--- config.mk ---
export PLATFORM = sky130hd
export DESIGN_NAME = adder3_arbiter
export DESIGN_NICKNAME = d
export VERILOG_FILES = /design/src/rtl/adder3_arbiter.sv
export SDC_FILE = /design/constraint.sdc
export NUM_CORES = 1
export LEC_CHECK = 0
export BUFFER_PORTS_ARGS = -buffer_cell sky130_fd_sc_hd__buf_2
export CORE_MARGIN = 10
export CORE_UTILIZATION = 41
export CTS_BUF_LIST = sky130_fd_sc_hd__clkbuf_4 sky130_fd_sc_hd__clkbuf_8
export DETAILED_ROUTE_END_ITERATION = 10
export PLACE_DENSITY = 0.68
export SLEW_MARGIN = 5
export SYNTH_ARGS = -nofsm -noshare
export SYNTH_HDL_FRONTEND = slang
export SYNTH_SLANG_ARGS = --single-unit
--- constraint.sdc ---
create_clock -name i_clk -period 4.7 [get_ports i_clk]
set_input_delay 1.175 -clock i_clk [delete_from_list [all_inputs] [get_ports i_clk]]
set_output_delay 1.175 -clock i_clk [all_outputs]
set_load 0.02 [all_outputs]
--- src/rtl/adder3_arbiter.sv ---
// adder3_arbiter: four requesters share one three-operand adder through a
// round-robin arbiter. The grant is combinational; the sum is registered, so
// a result appears one cycle after its grant.
//
// Ports
//   i_clk    clock, all state on rising edge
//   i_rst    synchronous active-high reset
//   i_req    per-requester request (bit k = requester k ready)
//   i_A/B/C  operands, requester k on bits [k*N +: N]
//   i_stall  blocks new grants this cycle
//   o_gnt    one-hot combinational grant (zero when nothing granted)
//   o_valid  one-cycle pulse per granted operation
//   o_sum    (A+B+C) mod 2^N of the granted triple
//   o_carry  bits [N+1:N] of the full-precision sum
//   o_id     requester index that produced o_sum
//   o_busy   any request was pending in the previous cycle

// Per-requester adder: full-precision unsigned sum of one operand triple.
module adder3_lane #(
    parameter int N = 16
) (
    input  logic [N-1:0] a,
    input  logic [N-1:0] b,
    input  logic [N-1:0] c,
    output logic [N+1:0] sum
);
    assign sum = {2'b00, a} + {2'b00, b} + {2'b00, c};
endmodule

module adder3_arbiter #(
    parameter int N    = 16,
    parameter int NREQ = 4
) (
    input  logic              i_clk,
    input  logic              i_rst,
    input  logic [NREQ-1:0]   i_req,
    input  logic [NREQ*N-1:0] i_A,
    input  logic [NREQ*N-1:0] i_B,
    input  logic [NREQ*N-1:0] i_C,
    input  logic              i_stall,
    output logic [NREQ-1:0]   o_gnt,
    output logic              o_valid,
    output logic [N-1:0]      o_sum,
    output logic [1:0]        o_carry,
    output logic [1:0]        o_id,
    output logic              o_busy
);
    localparam int IW = $clog2(NREQ);

    logic [NREQ-1:0][N+1:0] lane_sum;
    logic [IW-1:0]          p;
    logic [IW-1:0]          gid;
    logic [IW-1:0]          idx;
    logic                   any;

    // One adder per requester; the grant then just selects a finished sum.
    for (genvar k = 0; k < NREQ; k++) begin : g_lane
        adder3_lane #(.N(N)) u_lane (
            .a   (i_A[k*N +: N]),
            .b   (i_B[k*N +: N]),
            .c   (i_C[k*N +: N]),
            .sum (lane_sum[k])
        );
    end

    // Round-robin search starting at p, wrapping through the top index to 0.
    always_comb begin
        any   = 1'b0;
        gid   = p;
        idx   = p;
        o_gnt = '0;
        if (!i_stall && !i_rst) begin
            for (int i = 0; i < NREQ; i++) begin
                idx = p + IW'(i);
                if (!any && i_req[idx]) begin
                    any = 1'b1;
                    gid = idx;
                end
            end
        end
        if (any) o_gnt[gid] = 1'b1;
    end

    // Result registers hold their value between grants; only o_valid pulses.
    always_ff @(posedge i_clk) begin
        if (i_rst) begin
            p       <= '0;
            o_valid <= 1'b0;
            o_sum   <= '0;
            o_carry <= '0;
            o_id    <= '0;
            o_busy  <= 1'b0;
        end else begin
            o_valid <= any;
            o_busy  <= |i_req;
            if (any) begin
                p       <= gid + IW'(1);
                o_sum   <= lane_sum[gid][N-1:0];
                o_carry <= lane_sum[gid][N+1:N];
                o_id    <= gid;
            end
        end
    end
endmodule

* Yosys cells after proc, flatten, opt, wreduce, memory -nomap -nowiden
Index checks and enable logic that the tools add are counted.
Cells by class: $lt $le $gt $ge 6, reductions and logical operators 11, add/subtract/negate cells 12, multiplexer cells 25
Operators by type and width (count):
- adder 18 x 16 -> 18 bit | 4
- adder 16 x 16 -> 17 bit | 4
- binary-select mux 18 bit (select 2 bit) | 1
- 2-to-1 mux 18 bit | 1
- less-than comparator 2 x 3 -> 1 bit, second input constant | 5
- 2-to-1 mux 1 bit | 13
- binary-select mux 1 bit (select 2 bit) | 4
- 2-to-1 mux 2 bit | 4
- logical AND 1 bit | 5
- logical NOT 1 bit | 5
- adder 2 x 1 -> 2 bit, second input constant | 2
- adder 2 bit, second input constant | 2
- 2-to-1 mux 4 bit | 1
- OR reduction 4 bit | 1
- demux 1 bit (select 2 bit) | 1
- greater-or-equal comparator 2 x 1 -> 1 bit, second input constant | 1
Storage, ports and cells: output and inout port bits 26, flip-flop bits (word level) 24, logic and storage cells 60

* Depth between registers and ports, before layout
Gate-level depths: netlist (run 1).
depth after elaboration 21, depth in mapped cells 20, mapped depth without buffers 20

* Cells and area by module
Synthesis (run 1) repeated with hierarchy kept, for this count alone.
Unflattened totals: cell total of the unflattened synthesis 996, area total of the unflattened synthesis 7842.5 um^2
By module, submodules not included:
- adder3_lane at g_lane[0].u_lane ... | instances 2, area an instance 1562.7 um^2, sequential area each 0.0 um^2, cells each 209
- adder3_arbiter | instances 1, area an instance 1890.6 um^2, sequential area each 480.5 um^2, cells each 220
- adder3_lane at g_lane[3].u_lane | instances 1, area an instance 1437.6 um^2, sequential area each 0.0 um^2, cells each 182
- adder3_lane at g_lane[2].u_lane | instances 1, area an instance 1388.8 um^2, sequential area each 0.0 um^2, cells each 176

* Worst setup path after synthesis (run 1)
OpenSTA, ideal clock, no wires.
path kind input to register, start point input port i_A[32], end point register o_carry[0], cell stages on the path 19, arrival 4.300 ns, path slack 0.325 ns, path buffers 0, cell sequence ha_1 > inv_1 > fa_1 > nor2b_1 > o31a_1 > o41a_1 > a21oi_1 > o21bai_1 > a21oi_1 > xnor2_1 > ha_1 > o21ai_0 > o21ba_2 > o211a_1 > o31ai_1 > xor2_1 > a21oi_1 > o21ai_1 > a31oi_1
Between the ends: longest elaborated chain between the ends 4
RTL lines:
- start, declared | RTL line 37 | input logic [NREQ*N-1:0] i_A,
- adder 16 x 16 -> 17 bit | RTL line 27 | assign sum = {2'b00, a} + {2'b00, b} + {2'b00, c};
- adder 18 x 16 -> 18 bit | RTL line 27
- binary-select mux 18 bit (select 2 bit) | RTL line 99 | o_carry <= lane_sum[gid][N+1:N];
- 2-to-1 mux 18 bit (implied by the code) | RTL line 99
- end signal, assigned | RTL line 99
- end, declared | RTL line 44 | output logic [1:0] o_carry,
No other way between the ends. The select of a mux whose other input is x is not followed. A chain may end at the register's enable or synchronous reset.

* Worst setup path in the final report (run 1)
Ends and elaborated chain as after synthesis.

==> results, run 1 <==
- The total wire length is 21.48 mm.
- The setup slack at placement is -0.05814 ns.
- Dividing the synthesized area by the synthesized cell count gives 7.838 um^2.
- Leaving out fill and tap cells, the most frequent cells in the layout are 224 x buf_2, 140 x ha_1, 90 x a21oi_1.
- The die area is 22500 um^2.
- Counting instances, the worst hold path has a depth of 2.
- Across all register-to-register paths, the minimum setup slack is 2.40 ns.
- The number of vias per cell after detailed routing is 5.318.
- The measured slew at the worst slew-check pin is 0.6246 ns.
- For the worst setup path, the data required time is 4.91 ns.
- In this run the vertical extent of the chip is 150 um.
- Entering global routing, the biggest net connects 29 pins.
- For this block, the initial DRC count from the detailed router was 318.
- The synthesized cell area is 6929 um^2.
- STA classifies the critical path startpoint as an input port.
- In this run the horizontal extent of the chip is 150 um.
- Of all nets on the critical path, the largest fanout is 3.
- In the synthesized netlist the dominant register cell turns out to be dfxtp_1.
- The number of distinct library cell variants in the gate-level netlist after synthesis is 75.
- Global routing used 18.21% of the available tracks across all layers.
- The number of primary I/O pins is 225.
- The post-synthesis cell count is 884.
- The final design utilization is 51.84%.
- TritonCTS built the clock tree.
- The part of the cycle the worst path needs is 95.38%.
- The number of hold-slack violations in the final timing report is 0.
- The final-report setup violation count is 0.
- The max-capacitance violation count is 0.
- Cells with a size suffix above 1 make up 26.26% of the layout.
- In this run the critical register-to-register path is launched from p[0].
- Detailed placement ended at an HPWL of 19.15 mm.
- For this run the aggregate overflow at the end of global routing stands at 0.
- Subtracting the final worst setup slack from the clock period gives 4.483 ns.
- The number of antenna violations at the first check in global routing is 4.
- The number of H-tree levels is 1.
- The startpoint of the most critical hold path is o_id[1].
- The first-pass GRT wire length is 34.36 mm.
- The clock slew at the register clock pins of the worst setup and hold paths is 0.09 ns.
- The maximum vdd drop is 0.1546 mV.
- The classification of the worst setup path is in2reg.
- Leaving out fill and tap cells, the most frequent cell in the layout is buf_2.
- After routing the design area is 8597 um^2.
- The number of warning messages in the yosys log is 0.
- The number of nets at the end of the flow is 1483.
- Counting along the longest clock path gives a buffer depth of 2.
- The detail route stage leaves a number of antenna-violating nets equal to 0.
- After detailed routing, the average wire length per cell comes to 15.83 um.
- The first TritonRoute pass finished after 5 iterations.
- The setup slack of the critical path after layout is 0.2172 ns.
- The number of cells on the worst reg-to-reg path is 6.
- The count of cells in the finished layout, fillers not included, comes to 1357.
- The total via count after detailed routing is 7216.
- The end point of the most critical hold path is o_id[1].
- The cell area reported after detailed placement is 8497 um^2.
- The synthesized design contains 0 enable-type register cells.
- Sequential elements use 6.934% of the synthesized area.
- Row generation in the floorplan step produced 47 rows.
- STA puts the critical path data arrival time at 4.69 ns.
- The area growth from synthesis to layout is 24.07%.
- The tree built by TritonCTS fans out to 24 sinks.
- The area of the core is 16580 um^2.
- The min-delay analysis places its worst path in the category reg2reg.
- The number of buffers created by CTS is 3.
- The number of global-route vias before repair is 7226.
- The share of flip-flops with an asynchronous set or reset after synthesis is 0%.
- The end of the worst register-to-register path is o_carry[1].
- The number of cells after detailed placement is 1349.
- The later pin in the worst-skew pair is clocked with a latency of 0.27 ns.
- Of the post-synthesis cell area, the dominant cell type holds 25.28%.
- The number of nets produced by synthesis is 1231.
- The worst clock skew is 0.002211 ns.
- Static timing analysis puts the maximum clock frequency at 223.1 MHz.
- STA classifies the critical path endpoint as a flip-flop.
- The global placer's final weighted congestion is 0.9291.
- The number of input and output port buffers inserted is 224.
- The worst slew margin relative to its limit is 57.81%.
- Yosys attributes the largest share of cell area to ha_1 25%, xnor2_1 8.2%, dfxtp_1 6.9%.
- The master cell of the clock root buffer is clkbuf_8.
- Of all cell types, the one taking the most synthesized area is ha_1.
- In the final timing run, aggregate negative setup slack is 0 ns.
- The final max-slew violation count is 0.
- The number of flip-flops and latches in the synthesized netlist is 24.
- The leakage power of the design is 4.254 nW.
- After detailed routing, the number of remaining DRC violations is 0.
- The flow ran to the end, and the final reports show no timing, DRC or antenna violations.
- The starting density of the core is 41.78%.
- The power density of the placed cells is 267.0 nW/um^2.
repair_timing:
action | CTS | global route
buffers inserted | 0 | 2
endpoints found under the setup margin | 0 | 5
hold buffers | 0 | 0
gates resized for setup | 0 | 8
routing by layer:
metal	vias up	track usage, %	share of wire [%]
met3	14	4.227	7.7
met4	2	1.944	0.81
met2	201	31.31	46
met5	-	0	0.061
met1	3205	23.30	45
li1	3794	-	-
cell families after synthesis:
logic type	after synthesis	share of synthesized area [%]
AO/OA/AOI/OAI	320	30.75
XOR/XNOR	101	12.77
adder cells (fa/ha/maj)	148	27.59
buffers and inverters	55	3.593
flip-flops	24	6.934
multiplexers	5	1.445
AND/OR/NAND/NOR	231	16.92
stage by stage:
stage               power [mW]  hold WS [ns]
finish                   2.295        0.4513
global route             2.531        0.4723
CTS                      2.288        0.4524
detailed placement       2.131        0.4380
global placement         2.119        0.4320
floorplan                1.593        0.5053
Yosys cell counts, types with 5 or more instances:
cell type and instances:
o21ai_0 41, o211ai_1 7, a22oi_1 5, dfxtp_1 24, fa_1 8, clkbuf_1 6, nand3_1 19, a21oi_1 95
xnor2_1 65, xor2_1 36, o21bai_1 15, o21ai_1 28, nand3b_1 12, a211oi_1 15, inv_1 41, a21o_1 32
and2_1 7, nor2b_1 15, ha_1 140, nor2_1 54, nand2_1 59, nand2b_1 10, o21a_1 17, and3_1 6
o31ai_1 6, a31oi_1 9, nor3_1 16, or3_1 9
worst max-delay path, stage by stage:
cell and delay [ns]:
buf_2 0.10, ha_1 0.20, inv_1 0.07, fa_1 0.20
nor2b_1 0.07, o31a_1 0.25, o41a_1 0.36, buf_4 0.16
nor2b_1 0.12, o21ai_0 0.14, nand2b_1 0.09, xor2_1 0.22
ha_1 0.29, or3_1 0.37, o21ai_0 0.15, o31ai_1 0.15
xor2_1 0.16, a21oi_1 0.16, o21ai_1 0.11, a31oi_1 0.16
cell type report:
type                    count  area, um^2
multi-input cells         805        6236
well taps                 220       275.3
fillers                  1679        7986
diodes                      2       5.005
flip-flops and latches     24       480.5
repair buffers            259        1384
inverters                  43       161.4
clock buffers               4       55.05
sequential cells by signal (all words and copies together) (netlist names):
name     cells
o_sum       16
o_carry      2
o_id         2
p            2
o_busy       1
o_valid      1
power breakdown:
group / switching (mW) / total, mW / internal, mW
clock network: 0.0718 / 0.147 / 0.0749
registers: 0.0203 / 0.261 / 0.241
logic: 1.03 / 1.89 / 0.856
worst max-delay path by stage:
stage            endpoint     from  slack, ns
5_1_grt         o_sum[13]  i_A[48]      -0.01
4_1_cts        o_carry[0]  i_A[32]       0.21
6_report       o_carry[0]  i_A[32]       0.22
3_3_place_gp   o_carry[0]  i_A[32]      -0.01
3_5_place_dp   o_carry[0]  i_A[32]      -0.06
2_1_floorplan  o_carry[0]  i_A[32]       0.33
(Power assumes the default switching activity.)
==> run 2, diff against run 1 <==
--- a/config.mk
+++ b/config.mk
@@ -10,7 +10,8 @@
 export CORE_UTILIZATION = 41
 export CTS_BUF_LIST = sky130_fd_sc_hd__clkbuf_4 sky130_fd_sc_hd__clkbuf_8
 export DETAILED_ROUTE_END_ITERATION = 10
-export PLACE_DENSITY = 0.68
+export HOLD_SLACK_MARGIN = 0.05
+export PLACE_DENSITY = 0.74
 export SLEW_MARGIN = 5
 export SYNTH_ARGS = -nofsm -noshare
 export SYNTH_HDL_FRONTEND = slang
==> constraint.sdc (replaced) <==
create_clock -name i_clk -period 5.6 [get_ports i_clk]
set_input_delay 1.4 -clock i_clk [delete_from_list [all_inputs] [get_ports i_clk]]
set_output_delay 1.4 -clock i_clk [all_outputs]
set_load 0.02 [all_outputs]
==> run 2 against run 1 <==
Effect of this change:
- cell count down 2.1%
- largest cell class unchanged
- clock power is 17% lower
- highest routed layer unchanged
- flip-flop and latch count unchanged
- non-clock buffer count is 30 lower
- routed wire length increased by 1.3%
- worst setup slack improved by 0.51 ns
- count of clock-buffer cells in the layout unchanged
- clock skew is 0.011 ns higher
- sequential share of layout area up 0.17 points
- worst hold slack better by 0.0094 ns
==> results, run 2 (synthesized netlist as in run 1, its figures left out) <==
- Of all nets on the critical path, the largest fanout is 4.
- The worst clock skew is 0.01295 ns.
- The number of instances resized during post-cts repair is 0.
- The number of cells after detailed placement is 1321.
- The number of input and output port buffers inserted is 224.
- Entering global routing, the biggest net connects 29 pins.
- The maximum vdd drop is 0.1048 mV.
- The first TritonRoute pass finished after 5 iterations.
- The number of buffers created by CTS is 3.
- In the layout the commonest cells are 224 x buf_2, 140 x ha_1, 95 x a21oi_1.
- In the routed design, unresolved DRC markers number 0.
- The final instance area is 8349 um^2.
- For the worst-skew pair, the clock arrives at the later sink with an insertion delay of 0.27 ns.
- Setup repair after global routing left no endpoint under its margin.
- The worst reg2reg path startpoint is p[1].
- Setup violations remaining at the end of the flow were counted as 0.
- The number of primary I/O pins is 225.
- The final max-slew violation count is 0.
- The library cell used most frequently in the layout, excluding fill and tap cells, is buf_2.
- The die area is 22500 um^2.
- STA classifies the critical path endpoint as a flip-flop.
- Excluding fillers, the count of instances in the completed layout stands at 1328.
- The layout has 1693 filler cells.
- For the worst flop-to-flop path, the logic depth is 9.
- Once detail routing completed, the nets flagged for antenna violations numbered 0.
- The register with the most flip-flops in the layout has 16 of them.
- The design draws 1.869 mW.
- The end of the critical path is o_carry[0].
- Counting every sink on the clock net gives 24.
- The post-route netlist has 23.71% of its cells at a drive strength greater than 1.
- o_sum holds more flip-flops than any other register.
- For met2 alone, demand over resource in global routing was 31.91%.
- After clock tree synthesis, the setup repair step added 0 buffers.
- For the finished layout, the period the worst path requires is 4.878 ns.
- Headroom to the max-slew limit came out at 54.57%.
- The total via count after detailed routing is 7157.
- Global routing consumed, on the met1 layer, 22.88% of the routing resources.
- The power density of the placed cells is 223.8 nW/um^2.
- The layer carrying the most global-route usage is met2.
- The tool flagged a number of max-cap violations equal to 0.
- The detailed-placement wirelength estimate is 19.24 mm.
- The worst setup path is launched from an input port.
- The worst register-to-register path ends at o_sum[10].
- The first-pass GRT wire length is 34.52 mm.
- The clock slew at the register clock pins of the worst setup and hold paths is 0.08 ns.
- The part of the cycle the worst path needs is 87.10%.
- The leakage power of the design is 4.107 nW.
- After detailed placement, the total cell area comes to 8287 um^2.
- At the end of routability-driven placement, the weighted congestion stood at 0.9430.
- The wire length per cell after detailed routing is 16.38 um.
- The critical path startpoint is i_A[48].
- The path class of the tightest hold or removal check is reg2reg.
- At the pin with the least slew margin, the transition time is 0.6643 ns.
- The setup slack at placement is 0.5002 ns.
- The routed design has 21.76 mm of wire.
- The total negative setup slack is 0 ns.
- Data on the critical path is required at its endpoint by 5.80 ns.
- For met3 alone, demand over resource in global routing was 4.499%.
- Data arrives at the worst endpoint at 5.07 ns.
- The critical path is of the in2reg type.
- Across all hold checks on the routed design, the worst slack comes to 0.4607 ns.
- The master cell of the clock root buffer is clkbuf_8.
- The region available for standard cell placement spans 16580 um^2.
- For this run, the total global-route usage over all layers was measured as 18.44%.
- The number of antenna violations at the first check in global routing is 5.
- The number of nets at the end of the flow is 1453.
- The number of global-route vias before repair is 7269.
- The number of hold-slack violations in the final timing report is 0.
- The number of buffers inserted for hold repair after clock tree synthesis is 0.
- The row count is 47.
- Once the floorplan was initialized, standard cells occupied 41.78% of the core.
- The number of H-tree levels is 1.
- The die width is 150 um.
- The final design utilization is 50.35%.
- In this run the deepest clock path goes through 2 buffers.
- The number of vias per cell after detailed routing is 5.389.
- The TritonCTS clock tree is yes.
- In this run, the number of DRC markers left after iteration 0 of detailed routing was 288.
- Compared with the post-synthesis result, the final layout area differs by 20.49%.
- Summed over all layers, the global routing overflow is 0.
- The setup slack on the worst flop-to-flop path is 3.25 ns.
- From bottom edge to top edge, the die measures 150 um.
- The setup slack of the critical path after layout is 0.7224 ns.
- For this run, the top clock speed supported by timing is 205.0 MHz.
- The flow ran to the end, and the final reports show no timing, DRC or antenna violations.
==> run 2: critical path: stages <==
cell	delay [ns]
buf_2	0.08
ha_1	0.16
inv_1	0.06
fa_1	0.40
nor2b_1	0.17
o31a_1	0.22
o2111a_1	0.27
nor3_1	0.07
xnor2_1	0.12
ha_1	0.34
a21oi_1	0.27
o21ai_0	0.16
a221oi_2	0.35
o21bai_1	0.10
a21o_1	0.21
a31oi_1	0.24
xor2_1	0.20
o21ai_1	0.09
a31oi_1	0.16
==> run 2: cell type report <==
type,count,area (um^2),area share (%)
Inverter,43,161.4,1.933
Antenna cell,3,7.507,0.08991
Clock buffer,4,55.05,0.6594
Tap cell,220,275.3,3.297
Sequential cell,24,480.5,5.755
Multi-Input combinational cell,805,6211,74.39
Timing Repair Buffer,229,1159,13.88
==> run 2: report_power, final <==
part	switching [mW]	leakage, nW	internal, mW	total (mW)
logic	0.860	3.88	0.668	1.53
clock network	0.0588	0.0288	0.0628	0.122
registers	0.0167	0.198	0.202	0.219
total	0.936	4.11	0.933	1.87
==> run 2: worst min path at each step <==
stage / from / end / slack (ns) / cells after the start
detailed placement: o_id[0] / o_id[0] / 0.45 / 2
CTS: o_id[0] / o_id[0] / 0.47 / 2
floorplan: p[1] / p[1] / 0.51 / 2
global route: o_sum[0] / o_sum[0] / 0.49 / 2
finish: o_id[0] / o_id[0] / 0.46 / 2
global placement: o_id[1] / o_id[1] / 0.43 / 2
==> run 2: per-layer routing <==
layer	part of all wire (%)	vias up	routed length, um
met2	46	175	10090
met5	0.12	-	27
met3	7.1	22	1546
li1	-	3738	-
met4	1.3	4	283
met1	45	3218	9807
